===== src/rtl/vebpf_prog_loader.sv =====
// ---------------------------------------------------------------------------
// vebpf_prog_loader
//
// Parses a 32-bit program stream (one packet per function) and feeds the
// per-function instruction store and its pointer table.
//
// Packet layout:
//   W0 = {8'hEB, fid[7:0], N[15:0]}   N instruction words
//   W1 = {26'b0, P[5:0]}              P pointer words
//   P pointer words  (slots 0..P-1)
//   N instruction words (addresses 0..N-1)
//
// Ports:
//   clk, rst                 clock, synchronous active-high reset
//   s_tdata/s_tvalid/
//   s_tready/s_tlast         program stream (AXI-stream style)
//   function_ida             target bank id, held for the whole packet
//   wea/addra/dina           instruction store write port A
//   ptr_w/ptr_addr/ptr_data  pointer-table write port
//   busy                     packet in progress
//   done                     1-cycle pulse, packet loaded
//   err/err_code             1-cycle pulse, packet rejected
//                            (1 bad header, 2 short, 3 long)
//
// State table
//   state  | meaning
//   S_IDLE | waiting for W0 of the next packet
//   S_HDR1 | W0 accepted, waiting for W1 (pointer count)
//   S_PTR  | accepting pointer-table words
//   S_INS  | accepting instruction words
//   S_FIN  | one cycle, done pulse
//   S_DROP | packet rejected, discarding beats until tlast
//   S_ERR  | one cycle, err pulse with err_code
// ---------------------------------------------------------------------------
module vebpf_prog_loader #(
    parameter int ADDR_WIDTH        = 10,
    parameter int DATA_WIDTH        = 32,
    parameter int FUNCTION_ID_WIDTH = 8,
    parameter int F_COUNT           = 9
) (
    input  logic                         clk,
    input  logic                         rst,
    input  logic [DATA_WIDTH-1:0]        s_tdata,
    input  logic                         s_tvalid,
    output logic                         s_tready,
    input  logic                         s_tlast,
    output logic [FUNCTION_ID_WIDTH-1:0] function_ida,
    output logic                         wea,
    output logic [ADDR_WIDTH-1:0]        addra,
    output logic [DATA_WIDTH-1:0]        dina,
    output logic                         ptr_w,
    output logic [4:0]                   ptr_addr,
    output logic [DATA_WIDTH-1:0]        ptr_data,
    output logic                         busy,
    output logic                         done,
    output logic                         err,
    output logic [1:0]                   err_code
);

    typedef enum logic [2:0] {
        S_IDLE,
        S_HDR1,
        S_PTR,
        S_INS,
        S_FIN,
        S_DROP,
        S_ERR
    } state_t;

    localparam logic [1:0]  ERR_HDR   = 2'd1;
    localparam logic [1:0]  ERR_SHORT = 2'd2;
    localparam logic [1:0]  ERR_LONG  = 2'd3;
    localparam logic [31:0] MAX_N     = 32'd1 << ADDR_WIDTH;
    localparam logic [31:0] F_LIMIT   = 32'(F_COUNT);

    state_t state;
    state_t state_next;

    logic [15:0]           n_last;
    logic [5:0]            p_last;
    logic [ADDR_WIDTH-1:0] ins_cnt;
    logic [5:0]            ptr_cnt;
    logic [1:0]            pend_code;

    logic                  ins_we;
    logic                  ptr_we;
    logic                  hdr_load;
    logic                  p_load;
    logic [1:0]            code_next;

    logic [7:0]            hdr_magic;
    logic [7:0]            hdr_fid;
    logic [15:0]           hdr_n;
    logic [5:0]            hdr_p;
    logic                  w0_bad;
    logic                  w1_bad;
    logic                  beat;
    logic                  ins_last;

    assign hdr_magic = s_tdata[31:24];
    assign hdr_fid   = s_tdata[23:16];
    assign hdr_n     = s_tdata[15:0];
    assign hdr_p     = s_tdata[5:0];

    assign w0_bad = (hdr_magic != 8'hEB)
                 || ({24'd0, hdr_fid} >= F_LIMIT)
                 || (hdr_n == 16'd0)
                 || ({16'd0, hdr_n} > MAX_N);
    assign w1_bad = (hdr_p > 6'd32);

    // Ready is a pure decode of the state register, forced low while reset
    // is held so no beat can slip in during reset.
    assign s_tready = !rst && (state == S_IDLE || state == S_HDR1 ||
                               state == S_PTR  || state == S_INS  ||
                               state == S_DROP);

    assign beat     = s_tvalid && s_tready;
    assign ins_last = (16'(ins_cnt) == n_last);

    always_comb begin
        state_next = state;
        ins_we     = 1'b0;
        ptr_we     = 1'b0;
        hdr_load   = 1'b0;
        p_load     = 1'b0;
        code_next  = pend_code;
        unique case (state)
            S_IDLE: begin
                if (beat) begin
                    if (w0_bad) begin
                        code_next  = ERR_HDR;
                        state_next = s_tlast ? S_ERR : S_DROP;
                    end else begin
                        hdr_load   = 1'b1;
                        code_next  = ERR_SHORT;
                        state_next = s_tlast ? S_ERR : S_HDR1;
                    end
                end
            end
            S_HDR1: begin
                if (beat) begin
                    if (w1_bad) begin
                        code_next  = ERR_HDR;
                        state_next = s_tlast ? S_ERR : S_DROP;
                    end else if (s_tlast) begin
                        code_next  = ERR_SHORT;
                        state_next = S_ERR;
                    end else begin
                        p_load     = 1'b1;
                        state_next = (hdr_p != 6'd0) ? S_PTR : S_INS;
                    end
                end
            end
            S_PTR: begin
                if (beat) begin
                    ptr_we = 1'b1;
                    if (s_tlast) begin
                        // at least one instruction word is always still owed
                        code_next  = ERR_SHORT;
                        state_next = S_ERR;
                    end else if (ptr_cnt == p_last) begin
                        state_next = S_INS;
                    end
                end
            end
            S_INS: begin
                if (beat) begin
                    ins_we = 1'b1;
                    if (ins_last) begin
                        if (s_tlast) begin
                            state_next = S_FIN;
                        end else begin
                            code_next  = ERR_LONG;
                            state_next = S_DROP;
                        end
                    end else if (s_tlast) begin
                        code_next  = ERR_SHORT;
                        state_next = S_ERR;
                    end
                end
            end
            S_DROP: begin
                if (beat && s_tlast) begin
                    state_next = S_ERR;
                end
            end
            S_FIN:   state_next = S_IDLE;
            S_ERR:   state_next = S_IDLE;
            default: state_next = S_IDLE;
        endcase
    end

    always_ff @(posedge clk) begin
        if (rst) begin
            state        <= S_IDLE;
            n_last       <= '0;
            p_last       <= '0;
            ins_cnt      <= '0;
            ptr_cnt      <= '0;
            pend_code    <= '0;
            function_ida <= '0;
            wea          <= 1'b0;
            addra        <= '0;
            dina         <= '0;
            ptr_w        <= 1'b0;
            ptr_addr     <= '0;
            ptr_data     <= '0;
            busy         <= 1'b0;
            done         <= 1'b0;
            err          <= 1'b0;
            err_code     <= '0;
        end else begin
            state <= state_next;
            wea   <= ins_we;
            ptr_w <= ptr_we;
            busy  <= (state_next != S_IDLE);
            done  <= (state_next == S_FIN);
            err   <= (state_next == S_ERR);

            if (state_next == S_ERR) begin
                err_code <= code_next;
            end
            // remembered while beats are discarded, reported on the way out
            if (state_next == S_DROP) begin
                pend_code <= code_next;
            end

            // function_ida only moves on a W0 accept, which happens in IDLE,
            // so the store's late sample of the previous packet's last write
            // still sees the old id.
            if (hdr_load) begin
                function_ida <= FUNCTION_ID_WIDTH'(hdr_fid);
                n_last       <= hdr_n - 16'd1;
                ins_cnt      <= '0;
                ptr_cnt      <= '0;
                addra        <= '0;
                ptr_addr     <= '0;
            end
            if (p_load) begin
                p_last <= hdr_p - 6'd1;
            end
            if (ptr_we) begin
                ptr_addr <= ptr_cnt[4:0];
                ptr_data <= s_tdata;
                ptr_cnt  <= ptr_cnt + 6'd1;
            end
            if (ins_we) begin
                addra   <= ins_cnt;
                dina    <= s_tdata;
                ins_cnt <= ins_cnt + ADDR_WIDTH'(1);
            end
        end
    end

endmodule


===== config.mk =====
export PLATFORM = sky130hd
export DESIGN_NAME = vebpf_prog_loader
export DESIGN_NICKNAME = d
export VERILOG_FILES = /design/src/rtl/vebpf_prog_loader.sv
export SDC_FILE = /design/constraint.sdc
export NUM_CORES = 1
export LEC_CHECK = 0
export BUFFER_PORTS_ARGS = -buffer_cell sky130_fd_sc_hd__buf_4
export CAP_MARGIN = 20
export CORE_MARGIN = 10
export CORE_UTILIZATION = 40
export CTS_BUF_LIST = sky130_fd_sc_hd__clkbuf_8
export CTS_CLUSTER_DIAMETER = 30
export DETAILED_ROUTE_END_ITERATION = 8
export GPL_TIMING_DRIVEN = 0
export SYNTH_ARGS = -nofsm -noshare
export SYNTH_HDL_FRONTEND = slang
export SYNTH_SLANG_ARGS = --single-unit

===== constraint.sdc =====
create_clock -name clk -period 8.05 [get_ports clk]
set_clock_uncertainty 0.2 [all_clocks]
set_input_delay 1.61 -clock clk [delete_from_list [all_inputs] [get_ports clk]]
set_output_delay 1.61 -clock clk [all_outputs]
set_load 0.01 [all_outputs]

==> flow_summary.toml <==
[run_status]
status = "completed"

[synthesis]
postSynth.asyncResetShare_pct = 0
yosysWarnings = 0
synth_enable_flop_cells = 0
synth-seq-area-share_pct = 47.9
avgSynthCellArea_um2 = 8.08
ys_ff_latch = 137
synth.cell_area_mm2 = 0.00573
synth-main-ff-cell = "dfxtp_1"
syn-instance-count = 709
synth_fp_nets = 749
ys_types = 59

[cells_and_area]
final_cells = 1048
design_area_mm2 = 0.00735
area_growth_pct = 28.3
drive_above_1_share_pct = 21.7
post-route-util_pct = 52.8
layout.nets = 895
fill_cells = 1337
multi_input_area_mm2 = 0.00277
seqCellArea_mm2 = 0.00274
diodes = 0

[placed_design]
dp.cells = 1016
dp_hpwl_um = 14100
port_buffers = 127
dpl_cell_area_mm2 = 0.00691
place.gp.congestion = 0.895

[critical_path]
worstSetupStartpointType = "input pin"
startpoint = "rst"
r2r_slack_ns = 5.48
required_ns = 6.24
endpoint = "s_tready"
reg2reg_from = "state[1]"
critPathMostFrequentCell = "buf_4"
reg2reg_to = "ptr_data[8]"
cp.arrival_ns = 2.31
cpPeakStageDelay_ns = 0.23
crit_type = "in -> out"
worst_setup_path_end_kind = "primary output"
path_cells = "buf_4, buf_2, a21o_1, inv_1, buf_4"
cp_max_fo = 10
slowest_stage = "buf_2"
rr_worst_depth = 8

[sta]
period_share_pct = 51.2
report.final.setup_viol = 0
finalHoldViolations = 0
whs_ns = 0.257
tightest_slew_ns = 0.846
rsz0062_at_grt = "no"
slew_headroom_pct = 43.1
min_period_ns = 4.12
setup_tns_ns = 0
slew_violations = 0
fmax_mhz = 243

[floorplan]
row_count = 43
die_x_um = 140
start_util_pct = 41.1
die_area_mm2 = 0.0195
io_pins = 131
die_h_um = 140
core_mm2 = 0.0139

[cts]
cts-resized-gates = 0
path_clk_slew_ns = 0.07
numClockSinks = 137
htreeDepth = 4
clk_latency_ns = 0.45
root_buffer = "clkbuf_8"
ctsHoldBuffers = 0
cts_buffers = 17
clockBufferDepth = 2
post_cts.repair.setup_buffers = 0
cts_tree = "yes"

[pwr]
peakVddDrop_uv = 114
power_frac_comb_pct = 8.4
p_seq_share_pct = 48.1
clkPwrFrac_pct = 43.5
p_leak_uw = 0.00280
sw_frac_of_total_pct = 24.0
power.switching_uw = 346
cellPowerDensity_mw_per_mm2 = 196
power.internal_uw = 1090

[global_route]
track_usage_pct = 18.0
grt_max_degree = 17
grt_overflow = 0
antenna_found_initial = 0
grt_pass1_vias = 5442
grt_pass1_wl_um = 28700

[run]
maxCapViolCount = 0

[detailed_routing]
drtIter0Drc = 427
post_drt_wl_per_cell_um = 17.3
drt-total-wl_um = 18200
drtAntennaViolNets = 0
drcViolationCount = 0
met3_length_um = 1050
dr_wl_met2_um = 8990
routed.top_layer = "met4"
wl_met1_um = 7810
viasPerCell = 5.20
vias = 5453
drt_first_pass_iters = 5

[hold_path]
hold_path_class = "reg -> reg"
min_path_cells = 2
## cell families (layout without fill, tap and decap cells)
kind of cell	count (synthesis)	after routing	synth area share, %
compound gates	147	147	14.7
xor+xnor	29	29	4.56
fa+ha+maj	4	4	0.873
buf+inv	53	212	3.84
flops	137	137	47.9
mux	8	8	1.40
simple gates	331	331	26.7
## area by class of cell
| class | count | area share [%] |
|---|---|---|
| plain buffers | 47 | 2.69 |
| clock buffers | 20 | 3.74 |
| clock inverters | 12 | 2.31 |
| inverters | 6 | 0.306 |
| multi-input cells | 519 | 37.6 |
| flip-flops and latches | 137 | 37.3 |
| well taps | 180 | 3.06 |
| repair buffers | 127 | 13.0 |
## worst max-delay path: cells and delay by family
family / cells / cell delay, ns
buffers and inverters: 4 / 0.52
AOI/OAI and AO/OA: 1 / 0.19
## flip-flops by register name (all words and copies together) (netlist names)
| signal | count |
|---|---|
| pend_code | 2 |
| ptr_addr | 5 |
| err_code | 2 |
| ins_cnt | 10 |
| p_last | 6 |
| ptr_cnt | 6 |
| function_ida | 8 |
| dina | 32 |
| wea | 1 |
| addra | 10 |
| err | 1 |
| n_last | 16 |
| ptr_w | 1 |
| done | 1 |
| busy | 1 |
| state | 3 |
| ptr_data | 32 |
## synthesized netlist by cell type (3+ instances only)
cell      number  area (um^2)
xor2_1         8         70.1
nor4_1         6         37.5
inv_1          4         15.0
clkbuf_1      36          135
nor2_1        43          161
mux2i_1        8         80.1
nand3_1       24          120
nor3_1        15         75.1
a21oi_1      110          551
nand3b_1       3         22.5
o21ai_0        9         45.0
dfxtp_1      137         2740
nor2b_1        4         25.0
nand2_1      192          721
buf_2          7         35.0
o21a_1         4         30.0
nand4_1        7         43.8
nand2b_1       4         25.0
xnor2_1       20          175
ha_1           4         50.1
and2_1         5         31.3
and3_1         7         43.8
## power by group through the flow
| stage | combinational (uW) | sequential [uW] | clock [uW] |
|---|---|---|---|
| 2_1_floorplan | 63.8 | 710 | 0 |
| 3_3_place_gp | 119 | 707 | 0 |
| 3_5_place_dp | 121 | 708 | 0 |
| 4_1_cts | 121 | 692 | 638 |
| 5_1_grt | 132 | 693 | 667 |
| 6_report | 121 | 692 | 627 |
## metrics by stage
stage	power, uW	worst slack [ns]
after floorplan	774	4.19
after global placement	827	3.92
after detailed placement	829	3.91
after CTS	1450	3.92
after global routing	1490	3.88
final	1440	3.93
## worst min path at each step
stage,startpoint,end,slack [ns]
floorplan,n_last[10],n_last[10],0.23
global placement,function_ida[6],function_ida[6],0.24
detailed placement,function_ida[4],function_ida[4],0.25
CTS,dina[5],dina[5],0.26
global route,ptr_data[28],ptr_data[28],0.28
finish,function_ida[0],function_ida[0],0.26
## routing by layer
metal | GRT usage, % | vias to the layer above
li1 | - | 2693
met1 | 21.5 | 2568
met2 | 30.4 | 170
met3 | 4.87 | 22
met4 | 6.41 | 0
met5 | 0 | -
## cells in the final DEF (no fill, tap or decap), types with 8 or more instances in the layout
cell type,netlist,final
a21oi_1,110,110
buf_4,1,128
clkbuf_1,36,36
clkbuf_8,0,20
dfxtp_1,137,137
mux2i_1,8,8
nand2_1,192,192
nand3_1,24,24
nor2_1,43,43
nor3_1,15,15
o21ai_0,9,9
xnor2_1,20,20
xor2_1,8,8
Note: power is estimated with default switching activity, not from simulation.
